$ cat src/rtl/aurora_sync_ctrl.sv
// rtl/aurora_sync_ctrl.sv - frame-alignment controller for a bank of 66b sync-header seekers
// Restarts seekers, picks the lowest eligible one, confirms its offset, then guards lock with header checks.
module aurora_sync_ctrl #(
  parameter int N_SEEKERS      = 4,
  parameter int RST_CYCLES     = 4,
  parameter int SEARCH_TIMEOUT = 4096,
  parameter int CONFIRM_FRAMES = 8,
  parameter int WINDOW_FRAMES  = 64,
  parameter int BAD_HDR_MAX    = 16,
  localparam int WW            = (N_SEEKERS > 1) ? $clog2(N_SEEKERS) : 1
) (
  input  logic                     clk_i,
  input  logic                     rst_i,
  input  logic                     buffer_dv_i,
  input  logic [66:0]              buffer_slice_i,
  input  logic [N_SEEKERS-1:0]     seeker_synced_i,
  input  logic [7*N_SEEKERS-1:0]   seeker_offset_i,
  output logic                     seeker_rst_o,
  output logic                     locked_o,
  output logic [6:0]               offset_o,
  output logic [WW-1:0]            winner_o,
  output logic [1:0]               state_o,
  output logic [7:0]               loss_cnt_o
);

  localparam int RCW = $clog2(RST_CYCLES + 1);
  localparam int TW  = $clog2(SEARCH_TIMEOUT + 1);
  localparam int CW  = $clog2(CONFIRM_FRAMES + 1);
  localparam int FW  = $clog2(WINDOW_FRAMES + 1);
  localparam int BW  = $clog2(BAD_HDR_MAX + 1);

  typedef enum logic [1:0] {
    ST_RESTART = 2'd0,
    ST_SEARCH  = 2'd1,
    ST_CONFIRM = 2'd2,
    ST_LOCKED  = 2'd3
  } state_t;

  state_t          r_state;
  logic            r_seeker_rst;
  logic            r_locked;
  logic [6:0]      r_offset;
  logic [WW-1:0]   r_winner;
  logic [7:0]      r_loss;
  logic [RCW-1:0]  r_rst_cnt;
  logic [TW-1:0]   r_timer;
  logic [CW-1:0]   r_conf;
  logic [FW-1:0]   r_frames;
  logic [BW-1:0]   r_bad;

  logic [6:0]           w_off [N_SEEKERS];
  logic [N_SEEKERS-1:0] w_elig;
  logic                 w_any;
  logic [WW-1:0]        w_first;
  logic                 w_win_ok;
  logic [1:0]           w_hdr;
  logic                 w_hdr_bad;
  logic [BW-1:0]        w_bad_nxt;
  logic [FW-1:0]        w_frames_nxt;
  logic [CW-1:0]        w_conf_nxt;

  for (genvar k = 0; k < N_SEEKERS; k++) begin : g_seek
    assign w_off[k]  = seeker_offset_i[7*k +: 7];
    assign w_elig[k] = seeker_synced_i[k] && (w_off[k] <= 7'd65);
  end

  // Scan downward so the lowest eligible index is the last one recorded.
  always_comb begin
    w_any   = 1'b0;
    w_first = '0;
    for (int k = N_SEEKERS - 1; k >= 0; k--) begin
      if (w_elig[k]) begin
        w_any   = 1'b1;
        w_first = WW'(k);
      end
    end
  end

  assign w_win_ok     = w_elig[r_winner] && (w_off[r_winner] == r_offset);
  assign w_hdr        = {buffer_slice_i[r_offset + 7'd1], buffer_slice_i[r_offset]};
  assign w_hdr_bad    = (w_hdr[1] == w_hdr[0]);
  assign w_bad_nxt    = r_bad + BW'(w_hdr_bad);
  assign w_frames_nxt = r_frames + FW'(1);
  assign w_conf_nxt   = r_conf + CW'(1);

  always_ff @(posedge clk_i) begin
    if (rst_i) begin
      r_state      <= ST_RESTART;
      r_seeker_rst <= 1'b1;
      r_locked     <= 1'b0;
      r_offset     <= '0;
      r_winner     <= '0;
      r_loss       <= '0;
      r_rst_cnt    <= '0;
      r_timer      <= '0;
      r_conf       <= '0;
      r_frames     <= '0;
      r_bad        <= '0;
    end else begin
      case (r_state)
        ST_RESTART: begin
          if (r_rst_cnt == RCW'(RST_CYCLES - 1)) begin
            r_state      <= ST_SEARCH;
            r_seeker_rst <= 1'b0;
            r_timer      <= '0;
          end else begin
            r_rst_cnt <= r_rst_cnt + RCW'(1);
          end
        end
        ST_SEARCH: begin
          if (w_any) begin
            r_winner <= w_first;
            r_offset <= w_off[w_first];
            r_conf   <= '0;
            r_state  <= ST_CONFIRM;
          end else if (r_timer == TW'(SEARCH_TIMEOUT - 1)) begin
            r_state      <= ST_RESTART;
            r_seeker_rst <= 1'b1;
            r_rst_cnt    <= '0;
          end else begin
            r_timer <= r_timer + TW'(1);
          end
        end
        ST_CONFIRM: begin
          if (buffer_dv_i) begin
            if (w_win_ok) begin
              r_conf <= w_conf_nxt;
              if (w_conf_nxt == CW'(CONFIRM_FRAMES)) begin
                r_state  <= ST_LOCKED;
                r_locked <= 1'b1;
                r_bad    <= '0;
                r_frames <= '0;
              end
            end else begin
              r_state <= ST_SEARCH;
              r_timer <= '0;
            end
          end
        end
        ST_LOCKED: begin
          if (buffer_dv_i) begin
            // Loss takes precedence over the window rollover on the same frame.
            if (w_bad_nxt == BW'(BAD_HDR_MAX)) begin
              r_state      <= ST_RESTART;
              r_locked     <= 1'b0;
              r_seeker_rst <= 1'b1;
              r_rst_cnt    <= '0;
              r_bad        <= '0;
              r_frames     <= '0;
              if (r_loss != 8'hFF) r_loss <= r_loss + 8'd1;
            end else if (w_frames_nxt == FW'(WINDOW_FRAMES)) begin
              r_bad    <= '0;
              r_frames <= '0;
            end else begin
              r_bad    <= w_bad_nxt;
              r_frames <= w_frames_nxt;
            end
          end
        end
        default: r_state <= ST_RESTART;
      endcase
    end
  end

  assign seeker_rst_o = r_seeker_rst;
  assign locked_o     = r_locked;
  assign offset_o     = r_offset;
  assign winner_o     = r_winner;
  assign state_o      = r_state;
  assign loss_cnt_o   = r_loss;

endmodule

$ cat config.mk
export PLATFORM = sky130hd
export DESIGN_NAME = aurora_sync_ctrl
export DESIGN_NICKNAME = d
export VERILOG_FILES = /design/src/rtl/aurora_sync_ctrl.sv
export SDC_FILE = /design/constraint.sdc
export NUM_CORES = 1
export LEC_CHECK = 0
export BUFFER_PORTS_ARGS = -buffer_cell sky130_fd_sc_hd__buf_2
export CAP_MARGIN = 20
export CORE_ASPECT_RATIO = 1.4
export CORE_MARGIN = 1.5
export CORE_UTILIZATION = 55
export DETAILED_ROUTE_END_ITERATION = 10
export PLACE_DENSITY = 0.83
export SLEW_MARGIN = 0
export SYNTH_ARGS = -nofsm -noshare
export SYNTH_HDL_FRONTEND = slang
export SYNTH_SLANG_ARGS = --single-unit
$ cat constraint.sdc
create_clock -name clk_i -period 7.6 [get_ports clk_i]
set_input_delay 0.38 -clock clk_i [delete_from_list [all_inputs] [get_ports clk_i]]
set_output_delay 0.38 -clock clk_i [all_outputs]
set_load 0.02 [all_outputs]
==> out/results.txt, run 1 <==
Status: finished, final reports clean
Die Footprint: 0.009017 mm²
Clk slew on worst S/H paths: 0.07 ns
Max cap viols: 0
Detailed-route via count: 4633
Remaining DRCs: 0
Period Utilization, post-route: 0.6052
Peak VDD IR: 0.1395 mV
Nets: 719
Die X: 80.69 µm
Fmax: 217.4 MHz
Post-synth net total: 617
Initial antenna violation count: 0
Hold Fails Final Rpt: 0
FILL cells: 687
RSZ-0062 raised after global routing: false
Crit. Startpoint: offset_o[0]
First-pass GRT wire length: 20580 µm
Core Area: 0.008198 mm²
First drt pass iteration count: 4
Register area share after synthesis: 0.2283
Multi-input logic area: 0.003392 mm²
Die Y: 111.8 µm
FP Rows: 39
FF+latch area: 0.001062 mm²
ANT cells: 0
Fin Clk Skew: 0.008452 ns
Share of cells above drive strength 1: 0.3251
Worst r2r src: offset_o[0]
Antenna viol nets, final: 0
I/O Buffers: 122
Mean number of vias per cell: 6.516
Startpoint types: flop
Synthesized flop and latch total: 53
Fin util: 0.6586
Final worst slack: 3.000 ns
Synth Flop Type: dfxtp_1
Commonest non-fill, non-tap cell in the layout: buf_2
Ports: 123
Post-synth EDFFs: 0
Clock Latency Late Sink: 0.29 ns
Largest stage delay, worst path: 0.75 ns
CP max FO: 18
Asr flop ratio synth: 0
Clock Tree Buf Depth: 2
Post-Syn Area: 0.004647 mm²
Detailed Place HPWL: 9418 µm
Syn-to-layout area delta: 16.18%
WHS Path Cells: 2
Gr ovfl total: 0
Max-Slew Margin vs Limit: 0.3953
Yosys warnings: 0
CP max-delay cell: ha_1
Total GRT Usage: 0.2819
CTS tree: done
Top cells by area, synth: dfxtp_1 (23%), mux4_2 (18%), mux2i_1 (7.1%)
Placer Congestion: 0.9027
TNS Setup: 0 ns
CTS sink count: 53
Post-Synthesis Cells: 506
Min-delay worst type: flop to flop
Postcts setup bufs: 0
Clock buffer count from CTS: 5
Largest net degree at the start of global routing: 63
Pins Over Slew Limit: 0
Wirelength per Cell: 17.34 µm
PD cells: 183.0 mW/mm²
Cell variety after synth: 61
Worst-path cell chain: ha_1 -> mux4_2 -> mux4_2 -> nor2_1 -> nand4b_1 -> o211ai_1 -> xnor2_1 -> ha_1 -> nand4_1 -> xor2_1 -> a211oi_4 -> o21ai_2 -> a2111oi_2 -> mux2_2 -> nor2_1
Post-CTS Resized: 0
Initial DRC count: 305
Synth top area share: 0.2283
Worst R2R Path Depth: 15
Pre-CTS setup slack: 3.074 ns
CTS H-tree depth: 2
Data required time of the worst path: 7.76 ns
Syn avg cell area: 9.184 µm²
Largest area contributor in the synthesized netlist: dfxtp_1
Crit path time final: 4.600 ns
Final setup viols: 0
Hold path start: r_timer[12]
Vias in the first global route: 4568
Initial Util: 0.5668
Critical setup path kind: flop to flop
Commonest non-fill, non-tap cells in the layout: buf_2 (122), dfxtp_1 (52), nor2_1 (43)
Worst Max-Slew Pin Slew: 0.9070 ns
CP arrival: 4.76 ns
CTS Root Cell: clkbuf_16
Final wirelength: 12330 µm
Hold_buf cts: 0
Crit. End Element: flop
P_leak: 2.061 nW
## synthesized netlist by cell type, types with 11 or more instances
cell / count
xnor2_1: 14
nor2_1: 43
dfxtp_1: 53
mux4_2: 37
nand3_1: 27
and3_1: 11
nand2_1: 34
clkbuf_1: 16
nand2b_1: 16
nor3_1: 13
o21ai_0: 12
a21oi_1: 19
mux2i_1: 33
inv_1: 11
## worst max-delay path: cells and delay by family (launching register included)
family                     cells  cell delay (ns)
adders and majority gates      2             1.03
AOI/OAI and AO/OA              4             1.20
and+or+nand+nor                4             0.39
DFF                            1             0.32
muxes                          3             1.12
xor gates and xnor gates       2             0.40
## per-layer routing
| metal | wire length [µm] | global-route usage | vias up |
|---|---|---|---|
| met5 | 0 | 0 | - |
| met2 | 6482 | 0.5115 | 206 |
| met1 | 4787 | 0.3276 | 2216 |
| li1 | - | - | 2174 |
| met4 | 410 | 0.1126 | 0 |
| met3 | 647 | 0.03443 | 37 |
## power breakdown
part           leakage (nW)  switching, mW  total [mW]  internal, mW
logic                  1.56          0.234       0.434         0.200
clock network        0.0712          0.103       0.227         0.123
registers             0.429         0.0330       0.327         0.294
## area by class of cell
cell class,count,area share
clock buffers,6,0.02387
flip-flops and latches,53,0.1968
inverters,11,0.007648
multi-input cells,412,0.6283
clock inverters,2,0.002549
repair buffers,125,0.1173
well taps,102,0.02364
## cells by family (layout without fill, tap and decap cells)
logic type,count (synthesis),count (layout),synth area share
AOI/OAI and AO/OA,106,106,0.1686
xor gates and xnor gates,24,24,0.04523
adders and majority gates,9,9,0.02423
buffers and inverters,41,144,0.04173
DFF,53,53,0.2283
muxes,79,79,0.2722
and+or+nand+nor,194,194,0.2197
## worst paths after layout
kind         slack (ns)           end
max                3.00  r_rst_cnt[0]
min                0.45   r_timer[12]
max reg2reg        3.00  r_rst_cnt[0]
min reg2reg        0.45   r_timer[12]
## through the flow
stage / total power [mW] / cells / hold WS, ns / instance area, µm²
after global routing: 1.045 / 711 / 0.4798 / 5399
after global placement: 0.7478 / 703 / 0.4361 / 5256
after detailed placement: 0.7599 / 703 / 0.4402 / 5256
after CTS: 0.9873 / 711 / 0.4556 / 5399
final: 0.9880 / 711 / 0.4535 / 5399
after floorplan: 0.6621 / 506 / 0.4271 / 4647
## state kept, by name, summed over array words and instances, names as in the netlist
name	cells
locked_o	1
loss_cnt_o	8
offset_o	7
r_bad	5
r_conf	4
r_frames	7
r_rst_cnt	3
r_timer	13
seeker_rst_o	1
state_o	2
winner_o	2
(Power assumes the default switching activity.)
==> run 2, diff against run 1 <==
--- a/config.mk
+++ b/config.mk
@@ -9,9 +9,9 @@
 export CAP_MARGIN = 20
 export CORE_ASPECT_RATIO = 1.4
 export CORE_MARGIN = 1.5
-export CORE_UTILIZATION = 55
+export CORE_UTILIZATION = 54
 export DETAILED_ROUTE_END_ITERATION = 10
-export PLACE_DENSITY = 0.83
+export PLACE_DENSITY = 0.82
 export SLEW_MARGIN = 0
 export SYNTH_ARGS = -nofsm -noshare
 export SYNTH_HDL_FRONTEND = slang
==> constraint.sdc (replaced) <==
create_clock -name clk_i -period 4.7 [get_ports clk_i]
set_input_delay 0.235 -clock clk_i [delete_from_list [all_inputs] [get_ports clk_i]]
set_output_delay 0.235 -clock clk_i [all_outputs]
set_load 0.02 [all_outputs]
==> out/results.txt, run 2 (synthesized netlist as in run 1, its figures left out) <==
Placer Congestion: 0.9156 (+1.4%)
Fin cells: 716 (+0.70%)
Final wirelength: 12430 µm (+0.81%)
RR Endpoint: r_rst_cnt[0]
Die Footprint: 0.009179 mm² (+1.8%)
Ports: 123 (unchanged)
TNS Setup: 0 ns (unchanged)
CTS tree: done
Reg2reg setup slack: 0.32 ns (-2.68 ns)
Fmax: 228.4 MHz (+5.1%)
CP arrival: 4.54 ns (-0.22 ns)
Crit. End Element: flop
Initial Util: 0.5635 (-0.003354)
Final setup viols: 0 (unchanged)
Initial DRC count: 311 (+2.0%)
Hold Fails Final Rpt: 0 (unchanged)
Core Area: 0.008247 mm² (+0.60%)
First drt pass iteration count: 5 (+1)
Crit path time final: 4.378 ns (-0.2218 ns)
Detailed Place HPWL: 9655 µm (+2.5%)
Vias in the first global route: 4583 (+0.33%)
Syn-to-layout area delta: 17.61%
Die Y: 112.8 µm (+0.89%)
First-pass GRT wire length: 20540 µm (-0.17%)
Clock buffer count from CTS: 5 (unchanged)
Clock Latency Late Sink: 0.30 ns (about the same)
P_leak: 2.093 nW (+1.5%)
CTS Root Cell: clkbuf_16
Status: finished, final reports clean
WHS Path Cells: 4 (+2)
ANT cells: 0 (unchanged)
Max-Slew Margin vs Limit: 0.3759 (-0.01934)
Remaining DRCs: 0 (unchanged)
I/O Buffers: 122 (unchanged)
Mean number of vias per cell: 6.458 (-0.89%)
CTS sink count: 53 (unchanged)
Commonest non-fill, non-tap cells in the layout: buf_2 (122), dfxtp_1 (52), nor2_1 (43)
Largest net degree at the start of global routing: 63 (unchanged)
Hold Path End: r_conf[3]
Period Utilization, post-route: 0.9314 (+0.3262)
Hold path start: buffer_dv_i
Commonest non-fill, non-tap cell in the layout: buf_2
Placed Cells: 708 (+0.71%)
Data required time of the worst path: 4.86 ns (-2.90 ns)
Max cap viols: 0 (unchanged)
Startpoint types: flop
Pins Over Slew Limit: 0 (unchanged)
Gr ovfl total: 0 (unchanged)
Detailed-route via count: 4624 (-0.19%)
Total power draw: 1.636 mW (+66%)
Wirelength per Cell: 17.36 µm (+0.11%)
Nets: 724 (+0.70%)
Clock Tree Buf Depth: 2 (unchanged)
Die X: 81.40 µm (+0.89%)
Fin Clk Skew: 0.007619 ns (-0.0008327 ns)
CTS H-tree depth: 2 (unchanged)
FP Rows: 39 (unchanged)
Antenna viol nets, final: 0 (unchanged)
Share of cells above drive strength 1: 0.3322 (+0.007124)
CP max FO: 38 (+20)
Initial antenna violation count: 0 (unchanged)
PD cells: 299.3 mW/mm² (+64%)
Total GRT Usage: 0.2813 (-0.0005779)
Critical setup path kind: flop to flop
Worst Max-Slew Pin Slew: 0.9360 ns (+0.02900 ns)
Clk slew on worst S/H paths: 0.07 ns (about the same)
Worst r2r src: offset_o[0]
RSZ-0062 raised after global routing: false
Peak VDD IR: 0.2184 mV (+57%)
Max reg flops: 13 (unchanged)
Min-delay worst type: input port to flop
Worst R2R Path Depth: 14 (-1)
Most flop-heavy register: r_timer
[run 2: changes by cell type in the layout (fill, tap and decap cells not counted), sizes merged]
cell and delta:
buf +5, clkinvlp +1, clkbuf -1
[run 2: worst max-delay path by stage]
stage,startpoint,end,cells past startpoint
floorplan,offset_o[1],r_rst_cnt[0],15
global placement,offset_o[0],r_rst_cnt[0],14
detailed placement,offset_o[0],r_rst_cnt[0],14
CTS,offset_o[0],r_rst_cnt[0],14
global route,offset_o[1],state_o[0],16
finish,offset_o[0],r_rst_cnt[0],14
[run 2: worst max-delay path, stage by stage, from the launching register on]
cell       delay [ns]
dfxtp_2          0.48
buf_12           0.28
mux4_2           0.55
mux4_2           0.47
nor2_1           0.09
nand4b_1         0.11
o211ai_1         0.11
xnor2_1          0.16
ha_1             0.25
or4_4            0.45
a211oi_4         0.41
o21ai_2          0.14
a2111oi_4        0.46
mux2_2           0.22
nor2_1           0.04
[run 2: what timing repair did]
item                       in CTS  in global routing
setup endpoints to repair       0                  2
gates resized for setup         0                  1
setup buffers                   0                  0
hold buffers                    0                  0
[run 2: power by group]
part	switching, mW	internal, mW
Sequential	0.0577	0.476
Combinational	0.383	0.338
Clock	0.182	0.199
Total	0.622	1.01
[run 2: final cells by class]
cell class | count | area (µm²)
Multi-Input combinational cell | 412 | 3405
Fill cell | 651 | 2781
Sequential cell | 53 | 1062
Timing Repair Buffer | 130 | 683.2
Tap cell | 102 | 127.6
Clock buffer | 5 | 125.1
Inverter | 11 | 41.29
Clock inverter | 3 | 21.27
[run 2: per-layer routing]
metal  GRT usage  share of wire  vias to the layer above
li1            -              -                     2179
met2      0.5096           0.55                      182
met3     0.03145          0.047                       36
met5           0              0                        -
met4      0.1264          0.032                        0
met1      0.3219           0.38                     2227
[run 2: per-stage QoR]
stage                     setup WS, ns  utilization  instance area (µm²)  hold WS, ns
after floorplan                 0.4585            -                 4647       0.4271
after detailed placement        0.2638       0.6435                 5306       0.4435
after global placement          0.4168       0.6435                 5306       0.4358
final                           0.3222       0.6627                 5465       0.4184
after global routing           0.04933       0.6627                 5465       0.4319
after CTS                       0.1897       0.6612                 5453       0.4163
==> run 3, diff against run 2 <==
--- a/config.mk
+++ b/config.mk
@@ -11,7 +11,7 @@
 export CORE_MARGIN = 1.5
 export CORE_UTILIZATION = 54
 export DETAILED_ROUTE_END_ITERATION = 10
-export PLACE_DENSITY = 0.82
+export PLACE_DENSITY_LB_ADDON = 0.05
 export SLEW_MARGIN = 0
 export SYNTH_ARGS = -nofsm -noshare
 export SYNTH_HDL_FRONTEND = slang
==> out/results.txt, run 3 (synthesized netlist as in run 1, its figures left out) <==
Total GRT Usage: 0.2679 (-0.01338)
Final worst slack: 0.3337 ns (+0.01151 ns)
Max-Slew Margin vs Limit: 0.3998 (+0.02384)
P_leak: 2.095 nW (+0.10%)
Clock Latency Late Sink: 0.30 ns (about the same)
Pins Over Slew Limit: 0 (unchanged)
Max reg flops: 13 (unchanged)
Placer Congestion: 0.8578 (-6.3%)
Crit. End Element: flop
Most used cell, CP: mux4_2
Initial DRC count: 251 (-19%)
Status: finished, final reports clean
Max cap viols: 0 (unchanged)
Core Area: 0.008247 mm² (unchanged)
Switching fraction of total power: 0.3789 (-0.001682)
Critical setup path kind: flop to flop
Die Y: 112.8 µm (unchanged)
CP max FO: 18 (-53%)
Clk slew on worst S/H paths: 0.07 ns (about the same)
Syn-to-layout area delta: 17.82%
CTS Root Cell: clkbuf_16
I/O Buffers: 122 (unchanged)
Switch Pwr: 618.5 µW (-0.64%)
CTS H-tree depth: 2 (unchanged)
Largest stage delay, worst path: 0.53 ns (-0.02 ns)
Worst-path cell chain: buf_6 -> mux4_2 -> mux4_2 -> nand2_1 -> o311ai_0 -> nor2_1 -> a221oi_1 -> xnor2_1 -> ha_1 -> or4_4 -> a211oi_4 -> buf_4 -> or2_1 -> nand4_1 -> or3_1 -> o21ai_1
Fin Clk Skew: 0.007445 ns (-0.0001742 ns)
Die Footprint: 0.009179 mm² (unchanged)
Peak VDD IR: 0.2201 mV (+0.78%)
ANT cells: 0 (unchanged)
FP Rows: 39 (unchanged)
Seq pwr share: 0.327 (about the same)
Fmax: 229.0 MHz (+0.26%)
Largest net degree at the start of global routing: 50 (-21%)
First-pass GRT wire length: 19740 µm (-3.9%)
Clock buffer count from CTS: 5 (unchanged)
CTS sink count: 53 (unchanged)
CP max-delay cell: mux4_2
Most flop-heavy register: r_timer
Min-delay worst type: input port to flop
Share of cells above drive strength 1: 0.3333 (+0.001086)
Die X: 81.40 µm (unchanged)
Top Family by Delay on Critical Path: simple AND/OR/NAND/NOR gates
PD cells: 298.2 mW/mm² (-0.38%)
Startpoint types: flop
Initial antenna violation count: 0 (unchanged)
TNS Setup: 0 ns (unchanged)
Hold path start: rst_i
Ports: 123 (unchanged)
Nets: 725 (+0.14%)
Vias in the first global route: 4347 (-5.1%)
Clock Tree Buf Depth: 2 (unchanged)
RSZ-0062 raised after global routing: false
Int Power: 1.014 mW (about the same)
Hold Fails Final Rpt: 0 (unchanged)
First drt pass iteration count: 5 (unchanged)
CP arrival: 4.60 ns (+0.06 ns)
Mean number of vias per cell: 6.307 (-2.3%)
Gr ovfl total: 0 (unchanged)
Commonest non-fill, non-tap cell in the layout: buf_2
Detailed Place HPWL: 9365 µm (-3.0%)
CTS tree: done
Antenna viol nets, final: 0 (unchanged)
Worst Max-Slew Pin Slew: 0.9004 ns (-0.03564 ns)
Data required time of the worst path: 4.93 ns (+0.07 ns)
Detailed-route via count: 4522 (-2.2%)
Period Utilization, post-route: 0.9290 (-0.002450)
Initial Util: 0.5635 (unchanged)
Crit path time final: 4.366 ns (-0.01152 ns)
Pre-CTS setup slack: 0.2941 ns (+0.03021 ns)
Final setup viols: 0 (unchanged)
Final wirelength: 12030 µm (-3.2%)
Postcts setup bufs: 0 (unchanged)
Commonest non-fill, non-tap cells in the layout: buf_2 (122), dfxtp_1 (52), nor2_1 (43)
Clock group share of total power: 0.235 (+0.002)
Worst r2r src: offset_o[1]
Wirelength per Cell: 16.78 µm (-3.3%)
Crit. Startpoint: offset_o[1]
Hold_buf cts: 0 (unchanged)
Remaining DRCs: 0 (unchanged)
CP bufs+invs: 2 (+1)
Combinational fraction of design power: 0.438 (-0.003)
[run 3: path summary, 6_finish.rpt]
| path | slack (ns) | cells after the start | to |
|---|---|---|---|
| setup / recovery | 0.33 | 16 | state_o[0] |
| hold / removal | 0.27 | 2 | winner_o[0] |
| setup reg to reg | 0.33 | 16 | state_o[0] |
| hold reg to reg | 0.46 | 2 | r_timer[12] |
[run 3: layout make-up]
class                           instances  area, µm²
Sequential cell                        53       1065
Clock inverter                          3      26.28
Tap cell                              102      127.6
Inverter                               11      41.29
Fill cell                             691       2771
Timing Repair Buffer                  131      685.7
Multi-Input combinational cell        412       3405
Clock buffer                            5      125.1
[run 3: power groups by stage]
stage | Clock [mW] | Sequential [mW] | Combinational [mW]
2_1_floorplan | 0 | 0.522 | 0.549
3_3_place_gp | 0 | 0.541 | 0.687
3_5_place_dp | 0 | 0.543 | 0.702
4_1_cts | 0.390 | 0.532 | 0.703
5_1_grt | 0.407 | 0.541 | 0.782
6_report | 0.384 | 0.534 | 0.715
[run 3: timing repair]
item                                    CTS  global route
endpoints found under the setup margin    0            11
hold endpoints to repair                  0             0
resized for setup                         0             4
[run 3: metal layers]
layer  wire length [µm]  vias up  track usage
met5                  0        -            0
met1               4803     2192       0.3157
met3                499       19      0.04032
met2               6476      128       0.4793
met4                255        0      0.09655
li1                   -     2183            -
[run 3: stage by stage]
step	utilization	std cells	hold slack, ns	area (µm²)	power [mW]
after detailed placement	0.6428	709	0.4478	5301	1.245
after global placement	0.6428	709	0.4377	5301	1.228
after floorplan	-	506	0.4271	4647	1.071
after global routing	0.6639	717	0.2966	5475	1.730
final	0.6639	717	0.2741	5475	1.633
after CTS	0.6612	717	0.2793	5453	1.625
